`config.mk`:
```
export PLATFORM = sky130hd
export DESIGN_NAME = alu_issue_stage
export DESIGN_NICKNAME = d
export VERILOG_FILES = /design/src/rtl/alu_issue_stage.sv
export SDC_FILE = /design/constraint.sdc
export NUM_CORES = 1
export LEC_CHECK = 0
export CAP_MARGIN = 20
export CORE_ASPECT_RATIO = 0.75
export CORE_MARGIN = 1
export CORE_UTILIZATION = 38
export CTS_CLUSTER_DIAMETER = 150
export DETAILED_ROUTE_END_ITERATION = 12
export GPL_TIMING_DRIVEN = 1
export PLACE_DENSITY = 0.82
export SLEW_MARGIN = 20
export SYNTH_ARGS = -nofsm -noshare
export SYNTH_HDL_FRONTEND = slang
export SYNTH_SLANG_ARGS = --single-unit
```
`constraint.sdc`:
```
create_clock -name clk -period 2.1 [get_ports clk]
set_input_delay 0.315 -clock clk [delete_from_list [all_inputs] [get_ports clk]]
set_output_delay 0.315 -clock clk [all_outputs]
set_load 0.01 [all_outputs]
```
`src/rtl/alu_issue_stage.sv`:
```
// Decode-to-execute issue stage: decodes one RV32I instruction into ALU operands and
// a 6-bit mode, then holds it in a single registered slot with a valid/ready handshake.
module alu_issue_stage #(
  parameter int unsigned WordSize = 32
) (
  input  logic                clk,
  input  logic                rstn,
  input  logic                in_valid,
  output logic                in_ready,
  input  logic [31:0]         in_instr,
  input  logic [WordSize-1:0] in_pc,
  input  logic [WordSize-1:0] in_rs1,
  input  logic [WordSize-1:0] in_rs2,
  input  logic                flush,
  output logic                out_valid,
  input  logic                out_ready,
  output logic [WordSize-1:0] alu_a,
  output logic [WordSize-1:0] alu_b,
  output logic [5:0]          alu_mode,
  output logic [4:0]          out_rd,
  output logic                out_rd_we,
  output logic                out_illegal
);

  localparam logic [6:0] OpcOp    = 7'b0110011;
  localparam logic [6:0] OpcOpImm = 7'b0010011;
  localparam logic [6:0] OpcLui   = 7'b0110111;
  localparam logic [6:0] OpcAuipc = 7'b0010111;
  localparam logic [6:0] OpcLoad  = 7'b0000011;
  localparam logic [6:0] OpcStore = 7'b0100011;

  logic                out_valid_r;
  logic [WordSize-1:0] alu_a_r;
  logic [WordSize-1:0] alu_b_r;
  logic [5:0]          alu_mode_r;
  logic [4:0]          out_rd_r;
  logic                out_rd_we_r;
  logic                out_illegal_r;

  logic                in_ready_s;
  logic                accept_s;
  logic [6:0]          opcode_s;
  logic [2:0]          funct3_s;
  logic [6:0]          funct7_s;
  logic [4:0]          rd_s;
  logic signed [11:0]  imm_i12_s;
  logic signed [11:0]  imm_s12_s;
  logic signed [31:0]  imm_u32_s;
  logic [WordSize-1:0] imm_i_s;
  logic [WordSize-1:0] imm_st_s;
  logic [WordSize-1:0] imm_u_s;
  logic [WordSize-1:0] dec_a_s;
  logic [WordSize-1:0] dec_b_s;
  logic [5:0]          dec_mode_s;
  logic                dec_we_s;
  logic                dec_illegal_s;

  // Field extraction and sign-extended immediates
  always_comb begin
    opcode_s  = in_instr[6:0];
    funct3_s  = in_instr[14:12];
    funct7_s  = in_instr[31:25];
    rd_s      = in_instr[11:7];
    imm_i12_s = in_instr[31:20];
    imm_s12_s = {in_instr[31:25], in_instr[11:7]};
    imm_u32_s = {in_instr[31:12], 12'h000};
    imm_i_s   = WordSize'(imm_i12_s);
    imm_st_s  = WordSize'(imm_s12_s);
    imm_u_s   = WordSize'(imm_u32_s);
  end

  // Opcode decode into operands, mode and writeback enable; illegal forces a neutral op
  always_comb begin
    dec_a_s       = {WordSize{1'b0}};
    dec_b_s       = {WordSize{1'b0}};
    dec_mode_s    = 6'h00;
    dec_we_s      = (rd_s != 5'd0);
    dec_illegal_s = 1'b0;
    case (opcode_s)
      OpcOp: begin
        dec_a_s = in_rs1;
        dec_b_s = in_rs2;
        if (funct7_s == 7'b0000000) begin
          dec_mode_s = {1'b0, 2'b00, funct3_s};
        end else if ((funct7_s == 7'b0100000) &&
                     ((funct3_s == 3'b000) || (funct3_s == 3'b101))) begin
          dec_mode_s = {1'b1, 2'b00, funct3_s};
        end else begin
          dec_illegal_s = 1'b1;
        end
      end
      OpcOpImm: begin
        dec_a_s = in_rs1;
        dec_b_s = imm_i_s;
        if (funct3_s == 3'b001) begin
          dec_mode_s    = {1'b0, 2'b00, funct3_s};
          dec_illegal_s = (funct7_s != 7'b0000000);
        end else if (funct3_s == 3'b101) begin
          dec_mode_s    = {in_instr[30], 2'b00, funct3_s};
          dec_illegal_s = (funct7_s != 7'b0000000) && (funct7_s != 7'b0100000);
        end else begin
          dec_mode_s = {1'b0, 2'b00, funct3_s};
        end
      end
      OpcLui: begin
        dec_b_s = imm_u_s;
      end
      OpcAuipc: begin
        dec_a_s = in_pc;
        dec_b_s = imm_u_s;
      end
      OpcLoad: begin
        dec_a_s = in_rs1;
        dec_b_s = imm_i_s;
      end
      OpcStore: begin
        dec_a_s  = in_rs1;
        dec_b_s  = imm_st_s;
        dec_we_s = 1'b0;
      end
      default: begin
        dec_illegal_s = 1'b1;
      end
    endcase
    if (dec_illegal_s) begin
      dec_a_s    = {WordSize{1'b0}};
      dec_b_s    = {WordSize{1'b0}};
      dec_mode_s = 6'h00;
      dec_we_s   = 1'b0;
    end else begin
      dec_mode_s = dec_mode_s;
    end
  end

  // Handshake: no skid buffer, so readiness follows the slot and downstream directly
  always_comb begin
    in_ready_s = rstn & ~flush & (~out_valid_r | out_ready);
    accept_s   = in_valid & in_ready_s;
  end

  // Single-entry issue slot; flush beats accept, accept beats drain
  always_ff @(posedge clk) begin
    if (!rstn) begin
      out_valid_r   <= 1'b0;
      alu_a_r       <= {WordSize{1'b0}};
      alu_b_r       <= {WordSize{1'b0}};
      alu_mode_r    <= 6'h00;
      out_rd_r      <= 5'd0;
      out_rd_we_r   <= 1'b0;
      out_illegal_r <= 1'b0;
    end else if (flush) begin
      out_valid_r <= 1'b0;
    end else if (accept_s) begin
      out_valid_r   <= 1'b1;
      alu_a_r       <= dec_a_s;
      alu_b_r       <= dec_b_s;
      alu_mode_r    <= dec_mode_s;
      out_rd_r      <= rd_s;
      out_rd_we_r   <= dec_we_s;
      out_illegal_r <= dec_illegal_s;
    end else if (out_valid_r && out_ready) begin
      out_valid_r <= 1'b0;
    end else begin
      out_valid_r <= out_valid_r;
    end
  end

  assign in_ready    = in_ready_s;
  assign out_valid   = out_valid_r;
  assign alu_a       = alu_a_r;
  assign alu_b       = alu_b_r;
  assign alu_mode    = alu_mode_r;
  assign out_rd      = out_rd_r;
  assign out_rd_we   = out_rd_we_r;
  assign out_illegal = out_illegal_r;

endmodule

```
# Yosys cells after proc, flatten, opt, wreduce, memory -nomap -nowiden

Index checks and enable logic that the tools add are counted.

Bits in registers: 78
Output and inout bits: 79
Logic and storage cells: 58

Equality and inequality tests: 10
Muxes and demuxes: 19
Bitwise logic cells: 7
Reduce and logical (&&, ||, !) cells: 15

Operators by type and width:

| cell                                                   | number |
|---|---|
| case mux 32 bit (4 select lines)                       | 1 |
| 2-to-1 mux 32 bit                                      | 2 |
| case mux 32 bit (2 select lines)                       | 1 |
| 2-to-1 mux 6 bit                                       | 5 |
| equality test 7 x 6 -> 1 bit (second input constant)   | 4 |
| equality test 7 x 5 -> 1 bit (second input constant)   | 2 |
| case mux 6 bit (2 select lines)                        | 1 |
| 2-to-1 mux 1 bit                                       | 8 |
| OR reduction 4 bit                                     | 2 |
| equality test 7 x 2 -> 1 bit (second input constant)   | 1 |
| logical NOT 7 bit                                      | 1 |
| inequality test 7 x 6 -> 1 bit (second input constant) | 1 |
| nonzero test 7 bit                                     | 1 |
| OR reduction 2 bit                                     | 3 |
| nonzero test 5 bit                                     | 1 |
| bitwise AND 1 bit                                      | 3 |
| equality test 3 x 1 -> 1 bit (second input constant)   | 1 |
| equality test 3 bit (second input constant)            | 1 |
| logical AND 1 bit                                      | 3 |
| logical NOT 3 bit                                      | 1 |
| inverter 1 bit                                         | 3 |
| case mux 1 bit (3 select lines)                        | 1 |
| AND reduction 2 bit                                    | 1 |
| nonzero test 2 bit                                     | 1 |
| 2 further kinds                                        | 2 |

# Depth between registers and ports, before layout

Gate-level depths: netlist of run 1.

Depth in word-level cells: 7
Gate-level depth with buffers: 8
Depth with buffers taken out: 5

# Worst setup path after synthesis of run 1

Ideal clock, no wire load.

Path type: reg-to-reg
Start point: register out_valid_r, in the netlist out_valid
End point: register alu_mode_r[5], in the netlist alu_mode[5]
Library setup time: 0.101 ns
Arrival time: 1.571 ns
Required time: 1.999 ns
Slack: 0.428 ns
Cell stages (with the launch flop): 9
Clock period less this slack: 1.672 ns
Cells stage by stage: dfxtp_1 -> nor2b_1 -> nand2b_1 -> o21a_1 -> clkbuf_1 -> buf_2 -> clkbuf_1 -> nand2_1 -> o41ai_1

Word-level cells in the longest chain between the ends: 5

RTL lines:

| item                                 | RTL line | source |
|---|---|---|
| start, declared                      | 32       | `logic out_valid_r;` |
| start signal, assigned               | 164      | `out_valid_r <= out_valid_r;` |
| inverter 1 bit                       | 137      | `in_ready_s = rstn & ~flush & (~out_valid_r \| out_ready);` |
| OR 1 bit                             | 137      |  |
| bitwise AND 1 bit                    | 137      |  |
| bitwise AND 1 bit                    | 138      | `accept_s = in_valid & in_ready_s;` |
| AND reduction 2 bit (no source line) | -        |  |
| end signal, assigned                 | 157      | `alu_mode_r <= dec_mode_s;` |
| end, declared                        | 35       | `logic [5:0] alu_mode_r;` |

No other way between the ends.
A chain may end at the register's enable or synchronous reset.

# Final worst setup path of run 1

Start point: input port flush
End point: output port in_ready

Word-level cells in the longest chain between the ends: 3

RTL lines:

| item                            | RTL line | source |
|---|---|---|
| start, declared                 | 14       | `input logic flush,` |
| inverter 1 bit (no source line) | -        |  |
| bitwise AND 1 bit (2 in a row)  | 137      |  |
| end, declared                   | 9        | `output logic in_ready,` |

No other way between the ends.

==> tab_implementation.tex, run 1 <==
\begin{tabular}{lr}
\hline
Metric & Value \\
\hline
\multicolumn{2}{l}{\textbf{Timing}} \\
\quad Hold Violations, Final & 0 \\
\quad Final Max Tran Viols & 0 \\
\quad Hold slack final & between 0.4 and 0.5 ns \\
\quad Period Utilization, post-route & between 90\% and 100\% \\
\quad Clock period minus worst slack & between 1.5 and 2 ns \\
\quad Worst clock skew & 0.00875 ns \\
\quad Maximum frequency from static timing analysis & roughly 500 MHz \\
\quad Unrepaired setup endpoints after global routing & false \\
\quad Setup violations, final & 0 \\
\multicolumn{2}{l}{\textbf{Clocking}} \\
\quad Clock buffers created by TritonCTS & 9 \\
\quad Root buffer selected by CTS & clkbuf\_16 \\
\quad Clk pin slew, worst setup/hold paths & approximately 0.060 ns \\
\quad Clock tree from TritonCTS & done \\
\quad CTS sink cnt & 76 \\
\quad CTS Buffer Depth & 2 \\
\quad Clock latency on the worst-skew pair & roughly 0.33 ns \\
\quad Number of instances resized during post-cts repair & 0 \\
\quad Post-CTS setup buffer count & 0 \\
\quad Number of buffers inserted for hold repair after clock tree synthesis & 0 \\
\quad Number of H-tree branching levels & 3 \\
\multicolumn{2}{l}{\textbf{Flow run}} \\
\quad Count of maximum capacitance violations & 0 \\
\multicolumn{2}{l}{\textbf{Yosys}} \\
\quad Flop and latch count out of synthesis & 76 \\
\quad Library cells used by synthesis & between 40 and 50 \\
\quad Number of flops mapped to enable cells by yosys & 0 \\
\quad Number of warning messages in the yosys log & 0 \\
\quad Leading register cell type out of synthesis & dfxtp\_1 \\
\quad Share of synthesized registers carrying an async set or reset & 0\% \\
\quad Register area share after synthesis & a little over two fifths \\
\quad Cells after synthesis & $\sim$410 \\
\quad Mapped cell area & approximately 3500 um2 \\
\quad Syn Area/Cell & approximately 8.5 um2 \\
\multicolumn{2}{l}{\textbf{Place}} \\
\quad Global placer's final weighted congestion & between 0.9 and 1 \\
\quad Count of buffers from port buffering & between 200 and 250 \\
\quad HPWL after detailed placement & 9870 um \\
\quad Placed cells & roughly 740 \\
\multicolumn{2}{l}{\textbf{Critical path}} \\
\quad Crit Path Category & primary input to output port \\
\quad Endpoint arrival time on the critical path & 1.68 ns \\
\quad Endpoint required time on the critical path & between 1.5 and 2 ns \\
\quad CP Depth & 5 \\
\quad CP max stage delay & roughly 0.54 ns \\
\quad List of cells traversed by the critical path & clkdlybuf4s50\_1 -> nand2b\_2 -> buf\_4 -> nor2\_1 -> clkdlybuf4s50\_1 \\
\quad Cell at the slowest stage of the critical path & clkdlybuf4s50\_1 \\
\quad CP dominant cell by count & clkdlybuf4s50\_1 \\
\quad Cell family with most CP delay & buffers and inverters \\
\quad Reg2reg path depth & 7 \\
\quad Critical Path End Type & output port \\
\quad Largest fanout of any net on the critical path & 3 \\
\quad Count of buffer and inverter cells on the critical path & 3 \\
\quad Startpoint class of the critical path & primary input \\
\multicolumn{2}{l}{\textbf{Final layout}} \\
\quad Layout cells sized above 1 & between 10\% and 20\% \\
\quad Register Area & $\sim$1500 um2 \\
\quad Fill count & 691 \\
\quad Area used by multi-input combinational logic & between 1500 and 2000 um2 \\
\quad Most common library cell in the layout ignoring fill and taps & clkdlybuf4s50\_1 \\
\quad ANT cells & 0 \\
\quad Most frequent cells in the layout & clkdlybuf4s50\_1, nand2\_1, dfxtp\_1 \\
\quad Area growth from synthesis to final layout & 78.4\% \\
\quad Core occupancy in the finished layout & a little under three quarters \\
\quad Final Non-Filler Cells & 752 \\
\quad Final \#Nets & approximately 770 \\
\multicolumn{2}{l}{\textbf{Route}} \\
\quad Count of antenna-violating nets left after detailed routing & 0 \\
\quad Per-cell via count in the routed design & about 5.3 \\
\quad Routed vias & $\sim$4.0k \\
\quad Average wire per standard cell & approximately 17 um \\
\quad Final wirelength & 12600 um \\
\quad Remaining routing DRC violations & 0 \\
\quad Number of optimization iterations in the first detailed-route pass & 5 \\
\quad DRC violation total after the first TritonRoute iteration & 219 \\
\multicolumn{2}{l}{\textbf{Die}} \\
\quad Count of pins on the block boundary & roughly 210 \\
\quad Placeable core region & 8710 um2 \\
\quad Number of cell rows & 29 \\
\quad Die Y-Extent & $\sim$85 um \\
\quad Horizontal extent of the die & 113 um \\
\quad Die area & slightly below 10000 um2 \\
\quad Starting Density & between 40\% and 50\% \\
\multicolumn{2}{l}{\textbf{Power and ir drop}} \\
\quad Clock network fraction of total power & between 40\% and 50\% \\
\quad Combinational share of power & 14.8\% \\
\quad Fraction of power spent switching nets & 22.7\% \\
\quad Leak & 2.24 nW \\
\quad Power spent charging and discharging nets & slightly above 0.8 mW \\
\quad Peak supply drop & around 0.41 mV \\
\quad Sequential share of power & 39.7\% \\
\quad Power density over the cells & 587 nW/um2 \\
\quad Internal & 2.83 mW \\
\multicolumn{2}{l}{\textbf{Global route}} \\
\quad Total congestion overflow & 0 \\
\quad Number of global-route vias before repair & 4046 \\
\quad Total routing usage reported by global routing & a little over a quarter \\
\quad Wire length of the first global-routing pass & around 20000 um \\
\quad Initial antenna violation count & 0 \\
\quad Largest net degree at the start of global routing & 33 \\
\multicolumn{2}{l}{\textbf{Worst hold path}} \\
\quad Worst min path class & flop to flop \\
\quad Depth of the worst hold-timing path & 2 \\
\multicolumn{2}{l}{\textbf{Status}} \\
\quad Status & finished, final reports clean \\
\hline
\end{tabular}
## Yosys cell counts (all sizes together), types with 2 or more instances
library cell	n	area, um2
a31oi	2	12.5
a32o	2	20.0
inv	2	7.51
a21oi	26	130
o21a	3	22.5
nand3	2	15.0
nor3	2	26.3
a2bb2oi	18	158
o21ai	70	425
buf	19	118
nand2	90	338
nor2b	2	12.5
o31ai	3	22.5
and2	4	25.0
nor2	9	33.8
mux2i	11	110
clkbuf	17	63.8
a22oi	33	248
nand2b	4	27.5
and3	2	12.5
dfxtp	76	1520
## sequential cells by signal, indices dropped and copies added (netlist names)
register,cells
alu_a,32
out_rd_we,1
out_valid,1
out_rd,5
alu_b,32
out_illegal,1
alu_mode,4
## worst min-delay path, delay by kind of cell, from the launching register on
family,cells,cell delay [ns]
AOI/OAI and AO/OA,1,0.05
and+or+nand+nor,1,0.05
DFF,1,0.31
## path summary, 6_finish.rpt
check                                from         to  slack [ns]
worst min register to register  alu_b[11]  alu_b[11]        0.45
worst max-delay path                flush   in_ready        0.10
worst min-delay path            alu_b[11]  alu_b[11]        0.45
worst max register to register  out_valid  alu_b[21]        0.30
## metal layers
layer,up-vias,global-route usage [%],routed length [um]
li1,1936,-,-
met3,36,9.64,1160
met2,198,43.8,5830
met1,1842,31.2,5250
met4,0,12.2,412
met5,-,0,0
## kinds of logic after synthesis
family / after synthesis / synth area share, %
AO/OA/AOI/OAI: 165 / 31.7
AND/OR/NAND/NOR: 122 / 15.9
flip-flops: 76 / 43.5
buffers and inverters: 38 / 5.40
multiplexers: 11 / 3.15
XOR/XNOR: 1 / 0.250
other: 1 / 0.107
## power groups by stage
stage	Combinational, mW	Sequential, mW	Clock [mW]
floorplan	0.162	1.49	0
global placement	0.526	1.49	0
detailed placement	0.535	1.49	0
CTS	0.538	1.45	1.69
global route	0.577	1.45	1.75
finish	0.541	1.45	1.67
## stage by stage
| step | total power, mW | cell area [um2] | worst slack [ns] | setup TNS [ns] |
|---|---|---|---|---|
| floorplan | 1.65 | 3500 | 0.428 | 0 |
| global placement | 2.01 | 5920 | -0.0975 | -4.12 |
| detailed placement | 2.02 | 5920 | -0.191 | -8.81 |
| CTS | 3.68 | 6240 | 0.0902 | 0 |
| global route | 3.78 | 6240 | 0.00364 | 0 |
| finish | 3.66 | 6240 | 0.100 | 0 |
## final cells by class
| type | instances | area share, % |
|---|---|---|
| clock buffers | 9 | 3.61 |
| clock inverters | 7 | 1.54 |
| inverters | 2 | 0.120 |
| multi-input cells | 301 | 28.9 |
| flip-flops and latches | 76 | 24.4 |
| well taps | 108 | 2.16 |
| repair buffers | 249 | 39.3 |
Note: power is estimated with default switching activity, not from simulation.
==> inputs of run 2 (changes only) <==
GPL_ROUTABILITY_DRIVEN = 0   (was unset)
==> tab_implementation.tex, run 2 (synthesis results as in run 1) <==
\begin{tabular}{lr}
\hline
Metric & Value \\
\hline
\multicolumn{2}{l}{\textbf{Timing}} \\
\quad Worst clock skew & about 0.0051 ns \\
\quad Unrepaired setup endpoints after global routing & false \\
\quad Period Utilization, post-route & about 95\% \\
\quad Hold slack final & between 0.4 and 0.5 ns \\
\quad Clock period minus worst slack & roughly 2.0 ns \\
\quad Setup violations, final & 0 \\
\quad Hold Violations, Final & 0 \\
\quad Total negative setup slack & 0 ns \\
\quad Maximum frequency from static timing analysis & about 500 MHz \\
\quad Final Max Tran Viols & 0 \\
\multicolumn{2}{l}{\textbf{Critical path}} \\
\quad Slack of the worst reg-to-reg path & around 0.3 ns \\
\quad Startpoint class of the critical path & primary input \\
\quad Critical R2R Capture & alu\_b[16] \\
\quad Endpoint required time on the critical path & approximately 2.3 ns \\
\quad Largest fanout of any net on the critical path & 7 \\
\quad Reg2reg path depth & 7 \\
\quad Crit Path Category & primary input to flop \\
\quad R2R Path Start & out\_valid \\
\quad Endpoint arrival time on the critical path & between 2 and 2.5 ns \\
\quad Critical Path End Type & flop \\
\multicolumn{2}{l}{\textbf{Route}} \\
\quad Final wirelength & roughly 13000 um \\
\quad DRC violation total after the first TritonRoute iteration & 260 \\
\quad Count of antenna-violating nets left after detailed routing & 0 \\
\quad Average wire per standard cell & approximately 17 um \\
\quad Routed vias & approximately 4.1k \\
\quad Remaining routing DRC violations & 0 \\
\quad Number of optimization iterations in the first detailed-route pass & 5 \\
\quad Per-cell via count in the routed design & about 5.4 \\
\multicolumn{2}{l}{\textbf{Final layout}} \\
\quad Most common library cell in the layout ignoring fill and taps & clkdlybuf4s50\_1 \\
\quad Fill count & between 600 and 700 \\
\quad ANT cells & 0 \\
\quad Final \#Nets & about 770 \\
\quad Area growth from synthesis to final layout & 77.5\% \\
\quad Layout cells sized above 1 & between 10\% and 20\% \\
\quad Most frequent cells in the layout & clkdlybuf4s50\_1, nand2\_1, dfxtp\_1 \\
\multicolumn{2}{l}{\textbf{Clocking}} \\
\quad Number of instances resized during post-cts repair & 0 \\
\quad CTS sink cnt & between 70 and 80 \\
\quad Post-CTS setup buffer count & 0 \\
\quad Number of buffers inserted for hold repair after clock tree synthesis & 0 \\
\quad Clock buffers created by TritonCTS & 9 \\
\quad Clock tree from TritonCTS & done \\
\quad Root buffer selected by CTS & clkbuf\_16 \\
\quad Clk pin slew, worst setup/hold paths & around 0.06 ns \\
\quad Number of H-tree branching levels & 3 \\
\quad CTS Buffer Depth & 2 \\
\quad Clock latency on the worst-skew pair & between 0.3 and 0.4 ns \\
\multicolumn{2}{l}{\textbf{Global route}} \\
\quad Most used routing layer & met2 \\
\quad GR met2 Demand/Resource & between 40\% and 50\% \\
\quad Total routing usage reported by global routing & around a quarter \\
\quad Total congestion overflow & 0 \\
\quad M1 GR Usage & roughly 31\% \\
\quad Wire length of the first global-routing pass & around 20000 um \\
\quad Largest net degree at the start of global routing & between 40 and 50 \\
\quad Initial antenna violation count & 0 \\
\quad Number of global-route vias before repair & between 4k and 5k \\
\quad GRT met3 Usage & $\sim$8.9\% \\
\multicolumn{2}{l}{\textbf{Die}} \\
\quad Horizontal extent of the die & around 110 um \\
\quad Number of cell rows & 29 \\
\quad Placeable core region & between 8000 and 9000 um2 \\
\quad Count of pins on the block boundary & 212 \\
\quad Die area & between 9000 and 10000 um2 \\
\quad Die Y-Extent & roughly 85 um \\
\quad Starting Density & 40.2\% \\
\multicolumn{2}{l}{\textbf{Worst hold path}} \\
\quad Hold path endpoint & alu\_b[11] \\
\quad Worst Hold Launch & alu\_b[11] \\
\quad Depth of the worst hold-timing path & 2 \\
\quad Worst min path class & flop to flop \\
\multicolumn{2}{l}{\textbf{Place}} \\
\quad Count of buffers from port buffering & $\sim$210 \\
\quad HPWL after detailed placement & 9870 um \\
\multicolumn{2}{l}{\textbf{Power and ir drop}} \\
\quad Peak supply drop & 0.360 mV \\
\quad Overall Power & 3.54 mW \\
\quad Leak & 2.22 nW \\
\quad Power density over the cells & $\sim$570 nW/um2 \\
\multicolumn{2}{l}{\textbf{Flow run}} \\
\quad Count of maximum capacitance violations & 0 \\
\multicolumn{2}{l}{\textbf{Status}} \\
\quad Status & finished, final reports clean \\
\hline
\end{tabular}
-- run 2: worst max-delay path by stage --
stage,start,end,slack (ns),depth (start not counted)
2_1_floorplan,out_valid,alu_mode[5],0.43,8
3_3_place_gp,in_instr[25],alu_b[6],-0.09,8
3_5_place_dp,in_instr[25],alu_mode[5],-0.22,7
4_1_cts,flush,in_ready,0.1,5
5_1_grt,in_instr[25],alu_a[22],0.005,8
6_report,in_instr[25],alu_mode[5],0.09,7
-- run 2: routing by layer --
| layer | vias up | routed length (um) |
|---|---|---|
| li1 | 1942 | - |
| met1 | 1880 | 5270 |
| met2 | 198 | 6110 |
| met3 | 30 | 1140 |
| met4 | 0 | 297 |
| met5 | - | 0 |
-- run 2: metrics by stage --
| step | util (%) | worst slack, ns | std cells | cell area (um2) |
|---|---|---|---|---|
| after detailed placement | 67.8 | -0.219 | 736 | 5900 |
| after floorplan | - | 0.428 | 415 | 3500 |
| after CTS | 71.3 | 0.0992 | 752 | 6210 |
| after global placement | 67.8 | -0.0931 | 736 | 5900 |
| after global routing | 71.3 | 0.00485 | 752 | 6210 |
| final | 71.3 | 0.0945 | 752 | 6210 |
-- run 2: critical path, stage by stage --
cell	delay (ns)
clkdlybuf4s50_1	0.46
nor4_2	0.30
buf_4	0.17
and2_1	0.15
a211o_2	0.18
nand3_2	0.19
o41ai_1	0.45
-- run 2: cell type report --
cell class / count / area [um2] / share of cell area, %
well taps: 108 / 135 / 2.18
multi-input cells: 301 / 1800 / 29.0
clock inverters: 6 / 63.8 / 1.03
repair buffers: 249 / 2440 / 39.3
inverters: 2 / 7.51 / 0.121
flip-flops and latches: 76 / 1520 / 24.5
clock buffers: 10 / 239 / 3.85
-- run 2: power by group --
part	switching, mW	internal (mW)	total (mW)
registers	0.00430	1.45	1.45
logic	0.209	0.333	0.541
clock network	0.593	0.949	1.54
==> inputs of run 3 (changes only) <==
CORE_MARGIN = unset   (was 1)
==> results of run 3 <==
Same layout as run 2: the final DEF is identical, and so are final timing and power.
